### src/rtl/vc_input_buffer_if.sv
// Link-side and switch-side signal bundle for a virtual-channel router input port.
// The master drives flits and pops; the slave (the buffer) answers with status and credits.
interface vc_input_buffer_if #(
    parameter int unsigned VC_NUM = 2,
    parameter int unsigned VC_W   = 1,
    parameter int unsigned FLIT_W = 25
);
    logic              valid_i;
    logic [FLIT_W-1:0] flit_i;
    logic              read_i;
    logic [VC_W-1:0]   read_vc_i;
    logic [FLIT_W-1:0] flit_o;
    logic [VC_NUM-1:0] empty_o;
    logic [VC_NUM-1:0] full_o;
    logic [VC_NUM-1:0] head_o;
    logic              credit_o;
    logic [VC_W-1:0]   credit_vc_o;
    logic [VC_NUM-1:0] error_o;

    modport master (
        output valid_i, flit_i, read_i, read_vc_i,
        input  flit_o, empty_o, full_o, head_o, credit_o, credit_vc_o, error_o
    );

    modport slave (
        input  valid_i, flit_i, read_i, read_vc_i,
        output flit_o, empty_o, full_o, head_o, credit_o, credit_vc_o, error_o
    );
endinterface

### src/rtl/vc_input_buffer.sv
// Virtual-channel router input port: per-VC FWFT flit FIFOs with packet-framing
// checks, sticky error flags and a registered one-per-pop credit return.
module vc_input_buffer #(
    parameter int unsigned VC_NUM       = 2,
    parameter int unsigned BUFFER_DEPTH = 4,
    parameter int unsigned MESH_SIZE_X  = 6,
    parameter int unsigned MESH_SIZE_Y  = 6,
    parameter int unsigned HEAD_PAYLOAD = 16
) (
    input logic               clk,
    input logic               rst_n,
    vc_input_buffer_if.slave  bus
);
    localparam int unsigned X_W    = $clog2(MESH_SIZE_X);
    localparam int unsigned Y_W    = $clog2(MESH_SIZE_Y);
    localparam int unsigned VC_W   = (VC_NUM > 1) ? $clog2(VC_NUM) : 1;
    localparam int unsigned FLIT_W = 2 + VC_W + X_W + Y_W + HEAD_PAYLOAD;
    localparam int unsigned CNT_W  = $clog2(BUFFER_DEPTH + 1);
    localparam int unsigned PTR_W  = (BUFFER_DEPTH > 1) ? $clog2(BUFFER_DEPTH) : 1;

    localparam logic [1:0] L_HEAD     = 2'd0;
    localparam logic [1:0] L_BODY     = 2'd1;
    localparam logic [1:0] L_TAIL     = 2'd2;
    localparam logic [1:0] L_HEADTAIL = 2'd3;

    typedef enum logic {S_IDLE, S_ACTIVE} frame_state_t;

    logic [FLIT_W-1:0] mem   [VC_NUM][BUFFER_DEPTH];
    logic [PTR_W-1:0]  wptr  [VC_NUM];
    logic [PTR_W-1:0]  rptr  [VC_NUM];
    logic [CNT_W-1:0]  cnt   [VC_NUM];
    frame_state_t      state [VC_NUM];
    logic [FLIT_W-1:0] front [VC_NUM];

    logic [VC_NUM-1:0] wr_sel;
    logic [VC_NUM-1:0] frame_ok;
    logic [VC_NUM-1:0] accept;
    logic [VC_NUM-1:0] pop;
    logic [VC_NUM-1:0] err_set;
    logic [VC_NUM-1:0] empty;
    logic [VC_NUM-1:0] full;
    logic [VC_NUM-1:0] head;
    logic [VC_NUM-1:0] error_q;
    logic              credit_q;
    logic [VC_W-1:0]   credit_vc_q;
    logic [FLIT_W-1:0] flit_sel;

    logic [1:0]        in_label;
    logic [VC_W-1:0]   in_vc;

    assign in_label = bus.flit_i[FLIT_W-1 -: 2];
    assign in_vc    = bus.flit_i[FLIT_W-3 -: VC_W];

    // Per-VC write acceptance, framing check, pop qualification and status.
    // An out-of-range vc_id or read_vc_i never matches any v, so it is ignored.
    always_comb begin
        wr_sel   = '0;
        frame_ok = '0;
        accept   = '0;
        pop      = '0;
        err_set  = '0;
        empty    = '0;
        full     = '0;
        head     = '0;
        for (int v = 0; v < VC_NUM; v++) begin
            front[v]    = mem[v][rptr[v]];
            empty[v]    = (cnt[v] == '0);
            full[v]     = (cnt[v] == CNT_W'(BUFFER_DEPTH));
            head[v]     = !empty[v] && ((front[v][FLIT_W-1 -: 2] == L_HEAD) ||
                                        (front[v][FLIT_W-1 -: 2] == L_HEADTAIL));
            wr_sel[v]   = bus.valid_i && (in_vc == VC_W'(v));
            pop[v]      = bus.read_i && (bus.read_vc_i == VC_W'(v)) && !empty[v];
            if (state[v] == S_IDLE)
                frame_ok[v] = (in_label == L_HEAD) || (in_label == L_HEADTAIL);
            else
                frame_ok[v] = (in_label == L_BODY) || (in_label == L_TAIL);
            accept[v]   = wr_sel[v] && frame_ok[v] && (!full[v] || pop[v]);
            err_set[v]  = wr_sel[v] && !accept[v];
        end
    end

    // First-word fall-through view of the selected VC; zero when nothing to show.
    always_comb begin
        flit_sel = '0;
        for (int v = 0; v < VC_NUM; v++) begin
            if ((bus.read_vc_i == VC_W'(v)) && !empty[v])
                flit_sel = front[v];
        end
    end

    // Flit storage needs no reset: occupancy gates every read of it.
    always_ff @(posedge clk) begin
        for (int v = 0; v < VC_NUM; v++) begin
            if (accept[v])
                mem[v][wptr[v]] <= bus.flit_i;
        end
    end

    always_ff @(posedge clk or negedge rst_n) begin
        if (!rst_n) begin
            for (int v = 0; v < VC_NUM; v++) begin
                wptr[v]  <= '0;
                rptr[v]  <= '0;
                cnt[v]   <= '0;
                state[v] <= S_IDLE;
            end
            error_q     <= '0;
            credit_q    <= 1'b0;
            credit_vc_q <= '0;
        end else begin
            credit_q    <= |pop;
            credit_vc_q <= '0;
            for (int v = 0; v < VC_NUM; v++) begin
                if (pop[v])
                    credit_vc_q <= VC_W'(v);
                if (accept[v]) begin
                    wptr[v] <= (wptr[v] == PTR_W'(BUFFER_DEPTH - 1)) ? '0 : wptr[v] + PTR_W'(1);
                    if ((state[v] == S_IDLE) && (in_label == L_HEAD))
                        state[v] <= S_ACTIVE;
                    else if ((state[v] == S_ACTIVE) && (in_label == L_TAIL))
                        state[v] <= S_IDLE;
                end
                if (pop[v])
                    rptr[v] <= (rptr[v] == PTR_W'(BUFFER_DEPTH - 1)) ? '0 : rptr[v] + PTR_W'(1);
                case ({accept[v], pop[v]})
                    2'b10:   cnt[v] <= cnt[v] + CNT_W'(1);
                    2'b01:   cnt[v] <= cnt[v] - CNT_W'(1);
                    default: cnt[v] <= cnt[v];
                endcase
                if (err_set[v])
                    error_q[v] <= 1'b1;
            end
        end
    end

    assign bus.flit_o      = flit_sel;
    assign bus.empty_o     = empty;
    assign bus.full_o      = full;
    assign bus.head_o      = head;
    assign bus.credit_o    = credit_q;
    assign bus.credit_vc_o = credit_vc_q;
    assign bus.error_o     = error_q;

endmodule

### src/flat_wrapper.sv
// flat-port wrapper written by rule: the top's interface ports become plain ports
module vc_input_buffer_flat 
#(
    parameter int unsigned VC_NUM       = 2,
    parameter int unsigned BUFFER_DEPTH = 4,
    parameter int unsigned MESH_SIZE_X  = 6,
    parameter int unsigned MESH_SIZE_Y  = 6,
    parameter int unsigned HEAD_PAYLOAD = 16
)
  (clk, rst_n, bus_valid_i, bus_flit_i, bus_read_i, bus_read_vc_i, bus_flit_o, bus_empty_o, bus_full_o, bus_head_o, bus_credit_o, bus_credit_vc_o, bus_error_o);
  vc_input_buffer_if #(.VC_NUM(VC_NUM), .VC_W((1)), .FLIT_W((25))) bus_i ();
  input logic clk;
  input logic rst_n;
  input wire logic [$bits(bus_i.valid_i)-1:0] bus_valid_i;
  input wire logic [$bits(bus_i.flit_i)-1:0] bus_flit_i;
  input wire logic [$bits(bus_i.read_i)-1:0] bus_read_i;
  input wire logic [$bits(bus_i.read_vc_i)-1:0] bus_read_vc_i;
  output wire logic [$bits(bus_i.flit_o)-1:0] bus_flit_o;
  output wire logic [$bits(bus_i.empty_o)-1:0] bus_empty_o;
  output wire logic [$bits(bus_i.full_o)-1:0] bus_full_o;
  output wire logic [$bits(bus_i.head_o)-1:0] bus_head_o;
  output wire logic [$bits(bus_i.credit_o)-1:0] bus_credit_o;
  output wire logic [$bits(bus_i.credit_vc_o)-1:0] bus_credit_vc_o;
  output wire logic [$bits(bus_i.error_o)-1:0] bus_error_o;
  assign bus_i.valid_i = bus_valid_i;
  assign bus_i.flit_i = bus_flit_i;
  assign bus_i.read_i = bus_read_i;
  assign bus_i.read_vc_i = bus_read_vc_i;
  assign bus_flit_o = bus_i.flit_o;
  assign bus_empty_o = bus_i.empty_o;
  assign bus_full_o = bus_i.full_o;
  assign bus_head_o = bus_i.head_o;
  assign bus_credit_o = bus_i.credit_o;
  assign bus_credit_vc_o = bus_i.credit_vc_o;
  assign bus_error_o = bus_i.error_o;
  vc_input_buffer #(.VC_NUM(VC_NUM), .BUFFER_DEPTH(BUFFER_DEPTH), .MESH_SIZE_X(MESH_SIZE_X), .MESH_SIZE_Y(MESH_SIZE_Y), .HEAD_PAYLOAD(HEAD_PAYLOAD)) u_core (.clk(clk), .rst_n(rst_n), .bus(bus_i));
endmodule
### config.mk
export PLATFORM = sky130hd
export DESIGN_NAME = vc_input_buffer_flat
export DESIGN_NICKNAME = d
export VERILOG_FILES = /design/src/rtl/vc_input_buffer_if.sv /design/src/rtl/vc_input_buffer.sv /design/src/flat_wrapper.sv
export SDC_FILE = /design/constraint.sdc
export NUM_CORES = 1
export LEC_CHECK = 0
export CAP_MARGIN = 20
export CORE_MARGIN = 3
export CORE_UTILIZATION = 58
export CTS_CLUSTER_DIAMETER = 150
export CTS_CLUSTER_SIZE = 25
export DETAILED_ROUTE_END_ITERATION = 12
export GPL_TIMING_DRIVEN = 1
export HOLD_SLACK_MARGIN = 0.12
export PLACE_DENSITY = 0.79
export SKIP_LAST_GASP = 1
export SYNTH_ARGS = -nofsm -noshare
export SYNTH_HDL_FRONTEND = slang
export SYNTH_SLANG_ARGS = --single-unit
### constraint.sdc
create_clock -name clk -period 2.61 [get_ports clk]
set_clock_uncertainty 0.1 [all_clocks]
set_input_delay 0.3915 -clock clk [delete_from_list [all_inputs] [get_ports clk]]
set_output_delay 0.3915 -clock clk [all_outputs]
set_load 0.05 [all_outputs]
==> metrics.md, run 1 <==
| Metric | Value |
|---|---|
| Status | complete, but fails checks |
| Failing checks | setup timing |
| Initial Util | around three fifths |
| Clk Latency, worst-skew pair | between 400 and 500 ps |
| Post-DRT Antenna Nets | 0 |
| Synth Instances | 419 |
| DP Area | 10,400 um2 |
| Finished Cell Area | 10,900 um2 |
| WL met2 | 9440 um |
| Flop2flop setup slack | approximately 360 ps |
| Largest net degree at the start of global routing | 27 |
| Power per cell area | between 1000 and 1500 nW/um2 |
| Sequential fraction of the synthesis area | ~73% |
| Nets@finish | 575 |
| Core ar. | ~15,000 um2 |
| Max transition margin | 66.4% |
| Worst Max-Slew Pin Slew | approximately 500 ps |
| Ys Warns | 0 |
| Slew Limit Fails | 0 |
| Startpoint types | register |
| RSZ-0062 raised after global routing | true |
| Initial DRC Count | 426 |
| Number of flops mapped to enable cells by yosys | 200 |
| Met3 Wirelength | 1100 um |
| R2r endpoint | u_core.cnt[2] |
| Share of layout cells above drive strength 1 | 29.5% |
| Post-layout worst setup margin | -37.8 ps |
| Hpwl dp | 11,400 um |
| DR WL/cell | 25.9 um |
| Most frequent cells in the layout | 200 x edfxtp_1, 43 x mux4_2, 41 x buf_12 |
| Hold Crit Class | primary input to async pin |
| Max layer used | met4 |
| I/O pin total | between 60 and 70 |
| Leakage | 3.84 nW |
| Gpl congestion | 0.801 |
| Post-layout minimum cycle time | between 2000 and 3000 ps |
| Num CTS Buffers | 12 |
| Routed metal-1 wire length | 7670 um |
| Asr flop ratio synth | about 9.1% |
| FF-to-FF Start | u_core.cnt[0] |
| PortBufs | 64 |
| DRC viols | 0 |
| Worst EP arrival | 2160 ps |
| Post-Place Setup Slack | -332 ps |
| Die ar. | approximately 17,000 um2 |
| Number of clock sinks | 220 |
| FILL cells | 818 |
| Commonest non-fill, non-tap cell in the layout | edfxtp_1 |
| # setup viols final | 13 |
| DR vias/cell | about 6.3 |
| Max-cap viol count | 0 |
| WS Path Type | register to output pin |
| Mean Syn Cell Area | 21.4 um2 |
| Initial antenna violation count | 0 |
| WL final | approximately 19,000 um |
| Syn Nets | approximately 470 |
| Clk buf depth | 3 |
| Final worst-path cycle share | 101% |
| Ys flop type | edfxtp_1 |
| Vias in the first global route | between 4,000 and 5,000 |
| Area grow syn2layout | 22.1% |
| Fmax | 378 MHz |
| Overall die width | 130 um |
| DR pass1 iterations | 5 |
| CTS clk-pin slew, worst paths | 100 ps |
| First-pass GRT wire length | roughly 28,000 um |
| H-tree depth | 1 |
| GRT Resource Usage Total | between 20 and 25% |
| Num rows | 44 |
| Mapped cell area | 8960 um2 |
| Via count | approximately 4,500 |
| Library cells used by synthesis | 36 |
| Die height | around 130 um |
| Synthesized flop and latch total | 220 |
| Worst-path maximum fanout | 5 |
| PnR Total Power | roughly 12 mW |
| Clock root cell | clkbuf_16 |
| Final hold violation count | 0 |
| CP endpoint kind | output pin |
| Worst path required time | ~2100 ps |
| Worst R2R Path Depth | 9 |
| Maximum vdd ir drop | 0.868 mV |
| # diodes | 0 |
| Total gr overflow | 0 |
| CTS tree | done |
-- per-stage QoR --
| stage | std cells | hold slack (ps) | utilization (%) | setup TNS, ps |
|---|---|---|---|---|
| 2_1_floorplan | 419 | -4.09 | - | 0 |
| 3_3_place_gp | 692 | 362 | 70.3 | -31990 |
| 3_5_place_dp | 692 | 361 | 70.3 | -42790 |
| 4_1_cts | 710 | 153 | 72.7 | -541 |
| 5_1_grt | 717 | 171 | 73.9 | -1100 |
| 6_report | 717 | 160 | 73.9 | -202 |
-- kinds of logic (layout without fill, tap and decap cells) --
kind of cell | count (synthesis) | count (layout) | synth area share, %
DFF | 220 | 220 | 72.6
muxes | 61 | 61 | 15.2
AOI/OAI and AO/OA | 40 | 40 | 3.91
buffers and inverters | 36 | 150 | 2.29
and+or+nand+nor | 30 | 30 | 2.00
adders and majority gates | 16 | 16 | 2.40
xor gates and xnor gates | 16 | 16 | 1.56
-- critical path, cell delays in order, from the launching register on --
cell and delay, ps:
dfrtp_2 420, buf_12 150, buf_12 140, mux4_2 520, a22o_4 290, buf_12 150
-- worst max-delay path by stage --
stage,startpoint,to,depth (start not counted)
detailed placement,bus_flit_i[23],u_core.cnt[4],11
CTS,u_core.rptr[2],bus_flit_o[11],4
floorplan,u_core.cnt[3],bus_flit_o[10],4
global route,u_core.rptr[0],bus_flit_o[14],5
global placement,bus_flit_i[23],u_core.cnt[5],13
finish,u_core.rptr[0],bus_flit_o[8],5
-- layout make-up --
| type | count | area [um2] | area share [%] |
|---|---|---|---|
| well taps | 184 | 230 | 2.10 |
| multi-input cells | 163 | 2250 | 20.6 |
| clock buffers | 17 | 340 | 3.11 |
| flip-flops and latches | 220 | 6510 | 59.5 |
| inverters | 19 | 71.3 | 0.652 |
| clock inverters | 1 | 7.51 | 0.0686 |
| repair buffers | 113 | 1530 | 14.0 |
-- routing by layer --
metal	track usage (%)	up-vias
met5	0	-
met4	5.38	0
met3	3.23	29
met2	36.6	182
met1	32.1	2366
li1	-	1923
-- flip-flops by register name, indices dropped and copies added (netlist names) --
name	flops
u_core.rptr	4
u_core.wptr	4
u_core.bus.credit_o	1
u_core.bus.error_o	2
u_core.mem	200
u_core.bus.credit_vc_o	1
u_core.state	2
u_core.cnt	6
-- cells in the mapped netlist, types with 2 or more instances --
master	number	area, um2
mux2_2	7	78.8
nor2_1	8	30.0
fa_1	2	40.0
a21oi_1	2	10.0
xnor2_1	2	17.5
xor2_1	14	123
buf_8	2	30.0
a2111o_1	2	22.5
inv_1	19	71.3
nor3b_2	3	37.5
o211ai_1	2	15.0
dfrtp_1	20	500
a22o_1	25	219
mux4_1	24	631
buf_6	3	33.8
a211oi_1	2	15.0
clkbuf_1	4	15.0
ha_1	14	175
o21bai_1	2	15.0
mux4_2	28	631
buf_2	7	35.0
edfxtp_1	200	6010
nand2b_1	4	25.0
and2_1	8	50.1
nand2_1	4	15.0
-- power breakdown --
part / internal, mW / total [mW] / switching, mW / leakage (nW)
sequential: 4.17 / 4.42 / 0.259 / 2.03
clock: 0.920 / 1.95 / 1.03 / 0.165
combinational: 2.63 / 5.25 / 2.62 / 1.64
total: 7.71 / 11.6 / 3.91 / 3.84
-- what timing repair did --
action / 4_1_cts / 5_1_grt
gates cloned: 0 / 4
buffers inserted: 0 / 3
endpoints found under the setup margin: 23 / 27
endpoints found under the hold margin: 0 / 0
resized for setup: 5 / 31
hold buffers: 0 / 0
pin swaps: 0 / 23
No activity file was read; power rests on OpenSTA's default activity.
==> run 2: changes to the inputs <==
- CORE_MARGIN: 3 -> 2
- REMOVE_ABC_BUFFERS: default -> 1
==> metrics.md, run 2 (synthesis gave the netlist of run 1 again) <==
| Metric | Value |
|---|---|
| Crit path from | u_core.rptr[2] |
| CP most frequent cell | buf_12 |
| Total gr overflow | 0 |
| Initial Util | 59.1% |
| Delay-heaviest family, CP | multiplexers |
| Clk buf depth | 3 |
| H-tree depth | 1 |
| WL final | 17,200 um |
| Worst-path maximum fanout | 14 |
| CTS tree | done |
| FILL cells | just under 900 |
| Initial antenna violation count | 1 |
| Buf/Inv on CP | 2 |
| Slowest cell on the critical path | mux4_1 |
| WS Path Type | register to output pin |
| Startpoint types | register |
| DRC viols | 0 |
| Post-DRT Antenna Nets | 0 |
| Hold Crit Class | primary input to async pin |
| Clock root cell | clkbuf_16 |
| Maximum vdd ir drop | 0.838 mV |
| Final hold violation count | 0 |
| Fmax | roughly 380 MHz |
| Die height | between 100 and 150 um |
| Hold_buf cts | 0 |
| Initial DRC Count | 358 |
| Num rows | 45 |
| Num CTS Buffers | 12 |
| Max-cap viol count | 0 |
| Hpwl dp | 11,200 um |
| GRT Resource Usage Total | 21.7% |
| Final worst-path cycle share | 99.9% |
| PortBufs | 64 |
| Status | finished clean |
| Share of layout cells above drive strength 1 | between 20% and 30% |
| Vias in the first global route | ~4,700 |
| Finished Layout Cells | 717 |
| Placed cells | 697 |
| DR WL/cell | 24.0 um |
| Via count | 4,410 |
| Slew Limit Fails | 0 |
| Commonest non-fill, non-tap cell in the layout | edfxtp_1 |
| Worst Max-Slew Pin Slew | approximately 560 ps |
| Gpl congestion | roughly 0.77 |
| Finished Cell Area | between 10,000 and 15,000 um2 |
| Clk Latency, worst-skew pair | 460 ps |
| Critical-path cell list | buf_12, mux4_1, a22o_1, buf_12 |
| Area grow syn2layout | 20.5% |
| Die ar. | between 15,000 and 20,000 um2 |
| WL met2 | 8770 um |
| CTS clk-pin slew, worst paths | ~100 ps |
| Post-layout minimum cycle time | around 2600 ps |
| Number of clock sinks | 220 |
| # diodes | 0 |
| Most frequent cells in the layout | 200 x edfxtp_1, 37 x buf_12, 33 x clkdlybuf4s50_1 |
| RSZ-0062 raised after global routing | true |
| FF-to-FF Start | u_core.cnt[1] |
| Worst path required time | 2120 ps |
| DR vias/cell | a little over 6 |
| First-pass GRT wire length | between 20,000 and 30,000 um |
| Nets@finish | 569 |
| Worst EP arrival | 2120 ps |
| DP Area | 10,400 um2 |
| Largest net degree at the start of global routing | 27 |
| DR pass1 iterations | 4 |
| Met3 Wirelength | 860 um |
| Largest register FFs | 200 |
| I/O pin total | 65 |
| Power per cell area | around 1000 nW/um2 |
| WHS | between 150 and 200 ps |
| Max layer used | met5 |
| Overall die width | 128 um |
| # setup viols final | 0 |
| CP endpoint kind | output pin |
| Max transition margin | between 60% and 70% |
| Largest stage delay, worst path | roughly 590 ps |
| Routed metal-1 wire length | 7200 um |
| Core ar. | between 15,000 and 20,000 um2 |
| Leakage | around 3.8 nW |
==> run 2: cell count changes in the layout (fill, tap and decap cells not counted), moves of 2 or more <==
cell | previous run | this run
a22o_1 | 21 | 25
nor3b_4 | 2 | 0
mux4_2 | 43 | 28
nor3b_2 | 1 | 3
buf_12 | 41 | 37
clkbuf_16 | 17 | 13
clkbuf_1 | 4 | 6
mux4_1 | 9 | 24
buf_4 | 30 | 32
a22o_4 | 4 | 0
==> run 2: routing by layer <==
| layer | vias to the layer above | global-route usage (%) |
|---|---|---|
| met4 | 2 | 5.75 |
| met1 | 2329 | 29.5 |
| met5 | - | 0 |
| met2 | 129 | 37.6 |
| li1 | 1920 | - |
| met3 | 30 | 2.84 |
==> run 2: layout make-up <==
class                      count  area, um2  share of cell area [%]
sequential                   220       6510                    60.3
multi-input combinational    163       2250                    20.9
clock inverter                 1       7.51                  0.0696
timing repair buffer         107       1370                    12.6
tap                          188        235                    2.18
inverter                      19       71.3                   0.661
clock buffer                  19        348                    3.22
==> run 2: final timing paths <==
check                                         to  slack (ps)  cells after the start
max                                bus_flit_o[6]           3                      4
min                        u_core.bus.error_o[1]         180                      1
max reg2reg                        u_core.cnt[2]         360                      9
min reg2reg                u_core.bus.error_o[1]         400                      1
max in group asynchronous         u_core.rptr[0]        1670                      2
min in group clk           u_core.bus.error_o[1]         400                      1
==> run 2: worst register-to-register path, delay by kind of cell (launching register included) <==
family | cells | cell delay [ps]
flip-flops | 1 | 450
XOR/XNOR | 2 | 320
adder cells (fa/ha/maj) | 2 | 520
AO/OA/AOI/OAI | 1 | 140
AND/OR/NAND/NOR | 2 | 520
buffers and inverters | 2 | 130
==> run 2: power breakdown <==
group | internal, mW | switching, mW | total [mW]
sequential | 4.16 | 0.251 | 4.42
combinational | 2.32 | 2.42 | 4.75
clock | 0.931 | 1.03 | 1.96
==> run 2: through the flow <==
| step | power [mW] | util [%] | setup slack (ps) | TNS (ps) |
|---|---|---|---|---|
| floorplan | 7.12 | - | -107 | -1710 |
| global placement | 9.11 | 68.6 | -279 | -17570 |
| detailed placement | 9.22 | 68.6 | -357 | -27500 |
| CTS | 11.2 | 71.1 | -6.70 | -6.70 |
| global route | 11.5 | 71.3 | -53.7 | -289 |
| finish | 11.1 | 71.3 | 2.53 | 0 |
==> run 2: repair_timing <==
item,CTS,global route
endpoints found under the setup margin,27,19
buffers inserted,0,0
resized for setup,9,7
pin swaps,0,0
